--- src/rtl/checkout_monitor.sv ---
// Checkout scan counter with stolen-item blink alarm; HEX digit decode when CHECKOUT_MONITOR_HEX_EN is defined.
// Key press to count update is 4 cycles (2-flop sync, edge pulse, CAPTURE); no backpressure, raw keys only.
module checkout_monitor #(
  parameter int BLINK_HALF = 4,
  parameter int CNT_W      = 4
) (
  input  logic             CLOCK_50,
  input  logic             reset_n,
  input  logic             scan_n,
  input  logic             ack_n,
  input  logic             discounted,
  input  logic             stolen,
  output logic [CNT_W-1:0] item_cnt,
  output logic [CNT_W-1:0] disc_cnt,
  output logic [CNT_W-1:0] stolen_cnt,
  output logic             alarm,
  output logic             busy,
  output logic [6:0]       HEX0,
  output logic [6:0]       HEX1,
  output logic [6:0]       HEX2
);

  localparam int              BW         = $clog2(BLINK_HALF + 1);
  localparam logic [BW-1:0]   BLINK_LAST = BW'(BLINK_HALF - 1);
  localparam logic [CNT_W-1:0] CNT_MAX   = '1;

  typedef enum logic [1:0] {IDLE, CAPTURE, ALARM} state_t;

  state_t           r_state, w_next;
  logic [1:0]       w_keys;
  logic [1:0]       r_s1, r_s2, r_s3, r_warm, r_armed, r_pulse;
  logic             w_scan_p, w_ack_p;
  logic             r_disc, r_stol;
  logic [CNT_W-1:0] r_item, r_dcnt, r_scnt;
  logic             r_alarm, r_busy;
  logic [BW-1:0]    r_blink;

  function automatic logic [CNT_W-1:0] sat_inc(input logic [CNT_W-1:0] v);
    return (v == CNT_MAX) ? v : v + 1'b1;
  endfunction

  // Bit 0 is scan, bit 1 is ack. A key must be seen released after reset
  // (r_armed) before a falling edge may produce a pulse.
  assign w_keys = {ack_n, scan_n};

  always_ff @(posedge CLOCK_50 or negedge reset_n) begin
    if (!reset_n) begin
      r_s1    <= '1;
      r_s2    <= '1;
      r_s3    <= '1;
      r_warm  <= '0;
      r_armed <= '0;
      r_pulse <= '0;
    end else begin
      r_s1    <= w_keys;
      r_s2    <= r_s1;
      r_s3    <= r_s2;
      r_warm  <= {r_warm[0], 1'b1};
      r_armed <= r_armed | ({2{r_warm[1]}} & r_s2);
      r_pulse <= r_armed & r_s3 & ~r_s2;
    end
  end

  assign w_scan_p = r_pulse[0];
  assign w_ack_p  = r_pulse[1];

  always_comb begin
    w_next = r_state;
    case (r_state)
      IDLE:    if (w_scan_p) w_next = CAPTURE;
      CAPTURE: w_next = r_stol ? ALARM : IDLE;
      ALARM:   if (w_ack_p) w_next = IDLE;
      default: w_next = IDLE;
    endcase
  end

  always_ff @(posedge CLOCK_50 or negedge reset_n) begin
    if (!reset_n) begin
      r_state <= IDLE;
      r_disc  <= 1'b0;
      r_stol  <= 1'b0;
      r_item  <= '0;
      r_dcnt  <= '0;
      r_scnt  <= '0;
      r_busy  <= 1'b0;
    end else begin
      r_state <= w_next;
      r_busy  <= (w_next != IDLE);
      if (r_state == IDLE && w_scan_p) begin
        r_disc <= discounted;
        r_stol <= stolen;
      end
      if (r_state == CAPTURE) begin
        r_item <= sat_inc(r_item);
        if (r_disc) r_dcnt <= sat_inc(r_dcnt);
        if (r_stol) r_scnt <= sat_inc(r_scnt);
      end
    end
  end

  // Alarm starts high on entry and toggles each BLINK_HALF cycles inside ALARM.
  always_ff @(posedge CLOCK_50 or negedge reset_n) begin
    if (!reset_n) begin
      r_alarm <= 1'b0;
      r_blink <= '0;
    end else if (w_next == ALARM) begin
      if (r_state != ALARM) begin
        r_alarm <= 1'b1;
        r_blink <= '0;
      end else if (r_blink == BLINK_LAST) begin
        r_alarm <= ~r_alarm;
        r_blink <= '0;
      end else begin
        r_blink <= r_blink + 1'b1;
      end
    end else begin
      r_alarm <= 1'b0;
      r_blink <= '0;
    end
  end

  assign item_cnt   = r_item;
  assign disc_cnt   = r_dcnt;
  assign stolen_cnt = r_scnt;
  assign alarm      = r_alarm;
  assign busy       = r_busy;

`ifdef CHECKOUT_MONITOR_HEX_EN
  function automatic logic [6:0] seg7(input logic [3:0] v);
    case (v)
      4'h0: return 7'b1000000;
      4'h1: return 7'b1111001;
      4'h2: return 7'b0100100;
      4'h3: return 7'b0110000;
      4'h4: return 7'b0011001;
      4'h5: return 7'b0010010;
      4'h6: return 7'b0000010;
      4'h7: return 7'b1111000;
      4'h8: return 7'b0000000;
      4'h9: return 7'b0010000;
      4'hA: return 7'b0001000;
      4'hB: return 7'b0000011;
      4'hC: return 7'b1000110;
      4'hD: return 7'b0100001;
      4'hE: return 7'b0000110;
      4'hF: return 7'b0001110;
      default: return 7'b1111111;
    endcase
  endfunction

  assign HEX0 = seg7(4'(r_item));
  assign HEX1 = seg7(4'(r_dcnt));
  assign HEX2 = seg7(4'(r_scnt));
`else
  assign HEX0 = 7'b1111111;
  assign HEX1 = 7'b1111111;
  assign HEX2 = 7'b1111111;
`endif

endmodule

--- config.mk ---
export PLATFORM = sky130hd
export DESIGN_NAME = checkout_monitor
export DESIGN_NICKNAME = d
export VERILOG_FILES = /design/src/rtl/checkout_monitor.sv
export SDC_FILE = /design/constraint.sdc
export NUM_CORES = 1
export LEC_CHECK = 0
export CAP_MARGIN = 5
export CORE_ASPECT_RATIO = 1.4
export CORE_MARGIN = 2
export CORE_UTILIZATION = 45
export CTS_BUF_LIST = sky130_fd_sc_hd__clkbuf_8
export DETAILED_ROUTE_END_ITERATION = 10
export GPL_TIMING_DRIVEN = 0
export MAX_ROUTING_LAYER = met4
export PLACE_DENSITY_LB_ADDON = 0.05
export RECOVER_POWER = 25
export SLEW_MARGIN = 20
export SYNTH_ARGS = -nofsm -noshare
export SYNTH_HDL_FRONTEND = slang
export SYNTH_SLANG_ARGS = --single-unit
--- constraint.sdc ---
create_clock -name CLOCK_50 -period 3.25 [get_ports CLOCK_50]
set_clock_uncertainty 0.15 [all_clocks]
set_input_delay 0.65 -clock CLOCK_50 [delete_from_list [all_inputs] [get_ports CLOCK_50]]
set_output_delay 0.65 -clock CLOCK_50 [all_outputs]
set_load 0.02 [all_outputs]
==> results.yml <==
placed_design:
  port_buffers: 19
  dp_hpwl_um: 1577
  detailed_place.area_um2: 1760
  detailedPlace.worstSlack_ps: 1375
  dpl.cell_count: 185
  place.gp.congestion: 0.7083
finish:
  layout_cell_share_with_drive_strength_beyond_1_pct: 29.22
  finish.cell_count_without_fillers: 193
  num_antenna_cells: 0
  design.final.nets: 163
  flow.area_growth_from_synthesis_pct: 27.14
  postLayoutCellArea_um2: 1841
clock_tree:
  numClockSinks: 33
  worstSkewPairLatency_ps: 280
  ctsResizeCount: 0
  clockRootBuffer: "sky130_fd_sc_hd__clkbuf_8"
  tritoncts_clock_tree: "done"
  clkSlewWorstSetupHoldPaths_ps: 70
  tritoncts.num_buffers: 5
  ctsHtreeMaxLevel: 2
  clock_path_buffers: 2
  cts.repair_timing.setup_buffer_count: 0
  cts_hold_buffers: 0
route:
  drt_pre_antenna_iters: 2
  remaining_drc_errors: 0
  drtIter0Drc: 5
  wl_per_cell_um: 11.05
  final_antenna_violating_net_count: 0
  drt-total-wl_um: 2133
  routed_via_density: 4.378
  dr_total_vias: 845
global_routing:
  grt_util_all_layers_pct: 13.84
  global_route.overflow_total: 0
  grt_first_pass_wirelength_um: 3505
  grt_start_max_net_pins: 34
  grt_pass1_vias: 810
  grt_antenna_before_repair: 0
timing:
  setup_slack_ps: 1073
  period_minus_ws_final_ps: 2177
  worst_slew_pin_slew_ps: 1667
  setup_violations: 0
  report.final.hold_viol_count: 0
  final_min_period_over_clock_period_pct: 66.98
  maxSlewHeadroom_pct: -11.13
  max_clock_freq_mhz: 459.3
  grt_setup_unrepaired: "false"
  finalSetupTns_ps: 0
  drv_slew: 34
die:
  rows: 24
  floorplan.io_pins: 41
  initial_utilization_pct: 46.80
  die_h_um: 71.11
  die_w_um: 51.94
  die_outline_area_um2: 3693
  core_region_area_um2: 3093
critical_path:
  worst_ep_arrival_time_ps: 1380
  worst_path_dominant_cell_family: "buffers and inverters"
  worst_path_max_delay_cell: "sky130_fd_sc_hd__clkdlybuf4s50_1"
  cp_cell_sequence: "clkdlybuf4s50_1"
  slowest_delay_ps: 640
  worst_path_max_fanout: 6
  worstSetupStartpointType: "register"
  setup.worst_path.end_class: "primary output"
  critPathRequiredTime_ps: 2450
  worstSetupPathType: "reg2out"
  path_buf_inv: 1
power_and_ir_drop:
  p_clk_share_pct: 20.6
  cellInternalPower_mw: 0.9292
  power.share.combinational_pct: 35.2
  power.switching_mw: 0.4918
  total_power_mw: 1.421
  total_power_per_unit_cell_area_nw_per_um2: 772.1
  power.share.sequential_pct: 44.2
  ir_drop_mv: 0.4715
  power.leakage_nw: 0.8568
  sw_frac_of_total_pct: 34.61
run_status:
  run_status: "finished with violations"
  violations_in_the_final_reports: "max-capacitance violations, max-slew violations"
synth:
  ys_ff_latch: 33
  synth.yosys.seq_area_share_pct: 57.56
  yosys.cell_types.count: 29
  synth_cells: 106
  synth_warnings: 0
  syn_area_per_cell_um2: 13.66
  synth_area_um2: 1448
job:
  cap_viol_max_count: 1
worst_hold_path:
  holdCritPathClass: "reg2reg"
cell usage in the layout, fill, tap and decap left out, types with 2 or more instances in the layout:
cell | netlist | routed
sky130_fd_sc_hd__buf_4 | 21 | 21
sky130_fd_sc_hd__xnor2_1 | 7 | 7
sky130_fd_sc_hd__dfstp_1 | 0 | 2
sky130_fd_sc_hd__clkinv_2 | 0 | 2
sky130_fd_sc_hd__nand4_1 | 2 | 2
sky130_fd_sc_hd__clkdlybuf4s50_1 | 0 | 16
sky130_fd_sc_hd__ha_1 | 4 | 4
sky130_fd_sc_hd__nand2_1 | 3 | 3
sky130_fd_sc_hd__a21o_1 | 2 | 2
sky130_fd_sc_hd__xor2_1 | 2 | 2
sky130_fd_sc_hd__nor3b_2 | 3 | 2
sky130_fd_sc_hd__conb_1 | 1 | 22
sky130_fd_sc_hd__dfrtp_1 | 27 | 27
sky130_fd_sc_hd__dfstp_2 | 6 | 4
sky130_fd_sc_hd__clkbuf_8 | 0 | 5
sky130_fd_sc_hd__and3_1 | 2 | 2
sky130_fd_sc_hd__mux2_1 | 3 | 3
sky130_fd_sc_hd__mux2_4 | 2 | 2
sky130_fd_sc_hd__nand3_1 | 5 | 5
sky130_fd_sc_hd__nor2_1 | 2 | 2
sky130_fd_sc_hd__o31ai_1 | 2 | 2
sky130_fd_sc_hd__dlygate4sd3_1 | 0 | 2
per-stage QoR:
| stage | hold WS [ps] | utilization (%) |
|---|---|---|
| floorplan | 181.2 | - |
| global placement | 181.5 | 57.08 |
| detailed placement | 191.3 | 56.92 |
| CTS | 207.0 | 59.71 |
| global route | 208.6 | 59.51 |
| finish | 204.6 | 59.51 |
layout make-up:
type | count | area (um2)
Inverter | 1 | 3.754
Timing Repair Buffer | 19 | 183.9
Buffer | 21 | 157.7
Fill cell | 273 | 1252
Tap cell | 39 | 48.80
Multi-Input combinational cell | 72 | 526.8
Clock inverter | 3 | 17.52
Sequential cell | 33 | 833.3
Clock buffer | 5 | 68.82
kinds of logic after synthesis:
family                     after synthesis  synth area share [%]
muxes                                    5                 4.408
and+or+nand+nor                         25                 13.40
other                                    1                0.2590
DFF                                     33                 57.56
adders and majority gates                4                 3.457
xor gates and xnor gates                 9                 5.445
buffers and inverters                   22                 11.15
AOI/OAI and AO/OA                        7                 4.320
power by group through the flow:
stage	Combinational, mW	Clock [mW]	Sequential [mW]
CTS	0.510	0.305	0.632
floorplan	0.220	0	0.712
global route	0.541	0.324	0.647
finish	0.501	0.292	0.628
global placement	0.498	0	0.631
detailed placement	0.508	0	0.638
state kept, by name, summed over array words and instances (netlist names):
signal	cells
alarm	1
busy	1
disc_cnt	4
item_cnt	4
r_armed	2
r_blink	3
r_disc	1
r_pulse	2
r_s1	2
r_s2	2
r_s3	2
r_state	2
r_stol	1
r_warm	2
stolen_cnt	4
synth_stat cells:
cell	instances	area share, %
sky130_fd_sc_hd__inv_1	1	0.26
sky130_fd_sc_hd__or3b_4	1	0.78
sky130_fd_sc_hd__a21o_1	2	1.0
sky130_fd_sc_hd__dfrtp_1	27	47
sky130_fd_sc_hd__nand2_1	3	0.78
sky130_fd_sc_hd__mux2_4	2	2.1
sky130_fd_sc_hd__a311oi_2	1	1.0
sky130_fd_sc_hd__mux2_1	3	2.3
sky130_fd_sc_hd__o21ai_1	1	0.35
sky130_fd_sc_hd__and2b_4	1	0.69
sky130_fd_sc_hd__xnor2_1	7	4.2
sky130_fd_sc_hd__a31oi_2	1	0.86
sky130_fd_sc_hd__nor2_1	2	0.52
sky130_fd_sc_hd__xor2_1	2	1.2
sky130_fd_sc_hd__nor3_2	1	0.69
sky130_fd_sc_hd__nand4_1	2	0.86
sky130_fd_sc_hd__nor2b_1	1	0.43
sky130_fd_sc_hd__o31ai_1	2	1.0
sky130_fd_sc_hd__nand3_4	1	1.2
sky130_fd_sc_hd__ha_1	4	3.5
sky130_fd_sc_hd__or2_1	1	0.43
sky130_fd_sc_hd__nand3b_4	1	1.4
sky130_fd_sc_hd__dfstp_2	6	11
sky130_fd_sc_hd__nor3b_2	3	2.6
sky130_fd_sc_hd__buf_4	21	11
sky130_fd_sc_hd__nand3_1	5	1.7
sky130_fd_sc_hd__conb_1	1	0.26
sky130_fd_sc_hd__nand2_2	1	0.43
sky130_fd_sc_hd__and3_1	2	0.86
per-layer routing:
metal / GRT usage, % / vias to the layer above / wire length, um / share of wire [%]
li1: - / 409 / - / -
met1: 14.45 / 406 / 818 / 38
met2: 21.10 / 22 / 1128 / 53
met3: 5.696 / 8 / 130 / 6.1
met4: 8.772 / 0 / 55 / 2.6
met5: - / - / 0 / 0
worst paths after layout:
path                       slack [ps]            end  cells after the start     startpoint
min in group asynchronous         640  stolen_cnt[0]                      1        reset_n
max in group asynchronous        1350     r_blink[0]                      1        reset_n
hold / removal                    200      r_warm[1]                      0      r_warm[0]
setup reg to reg                 1680         r_stol                      2     r_state[0]
setup / recovery                 1070  stolen_cnt[2]                      1  stolen_cnt[2]
hold reg to reg                   200      r_warm[1]                      0      r_warm[0]
No activity file was read; power rests on OpenSTA's default activity.
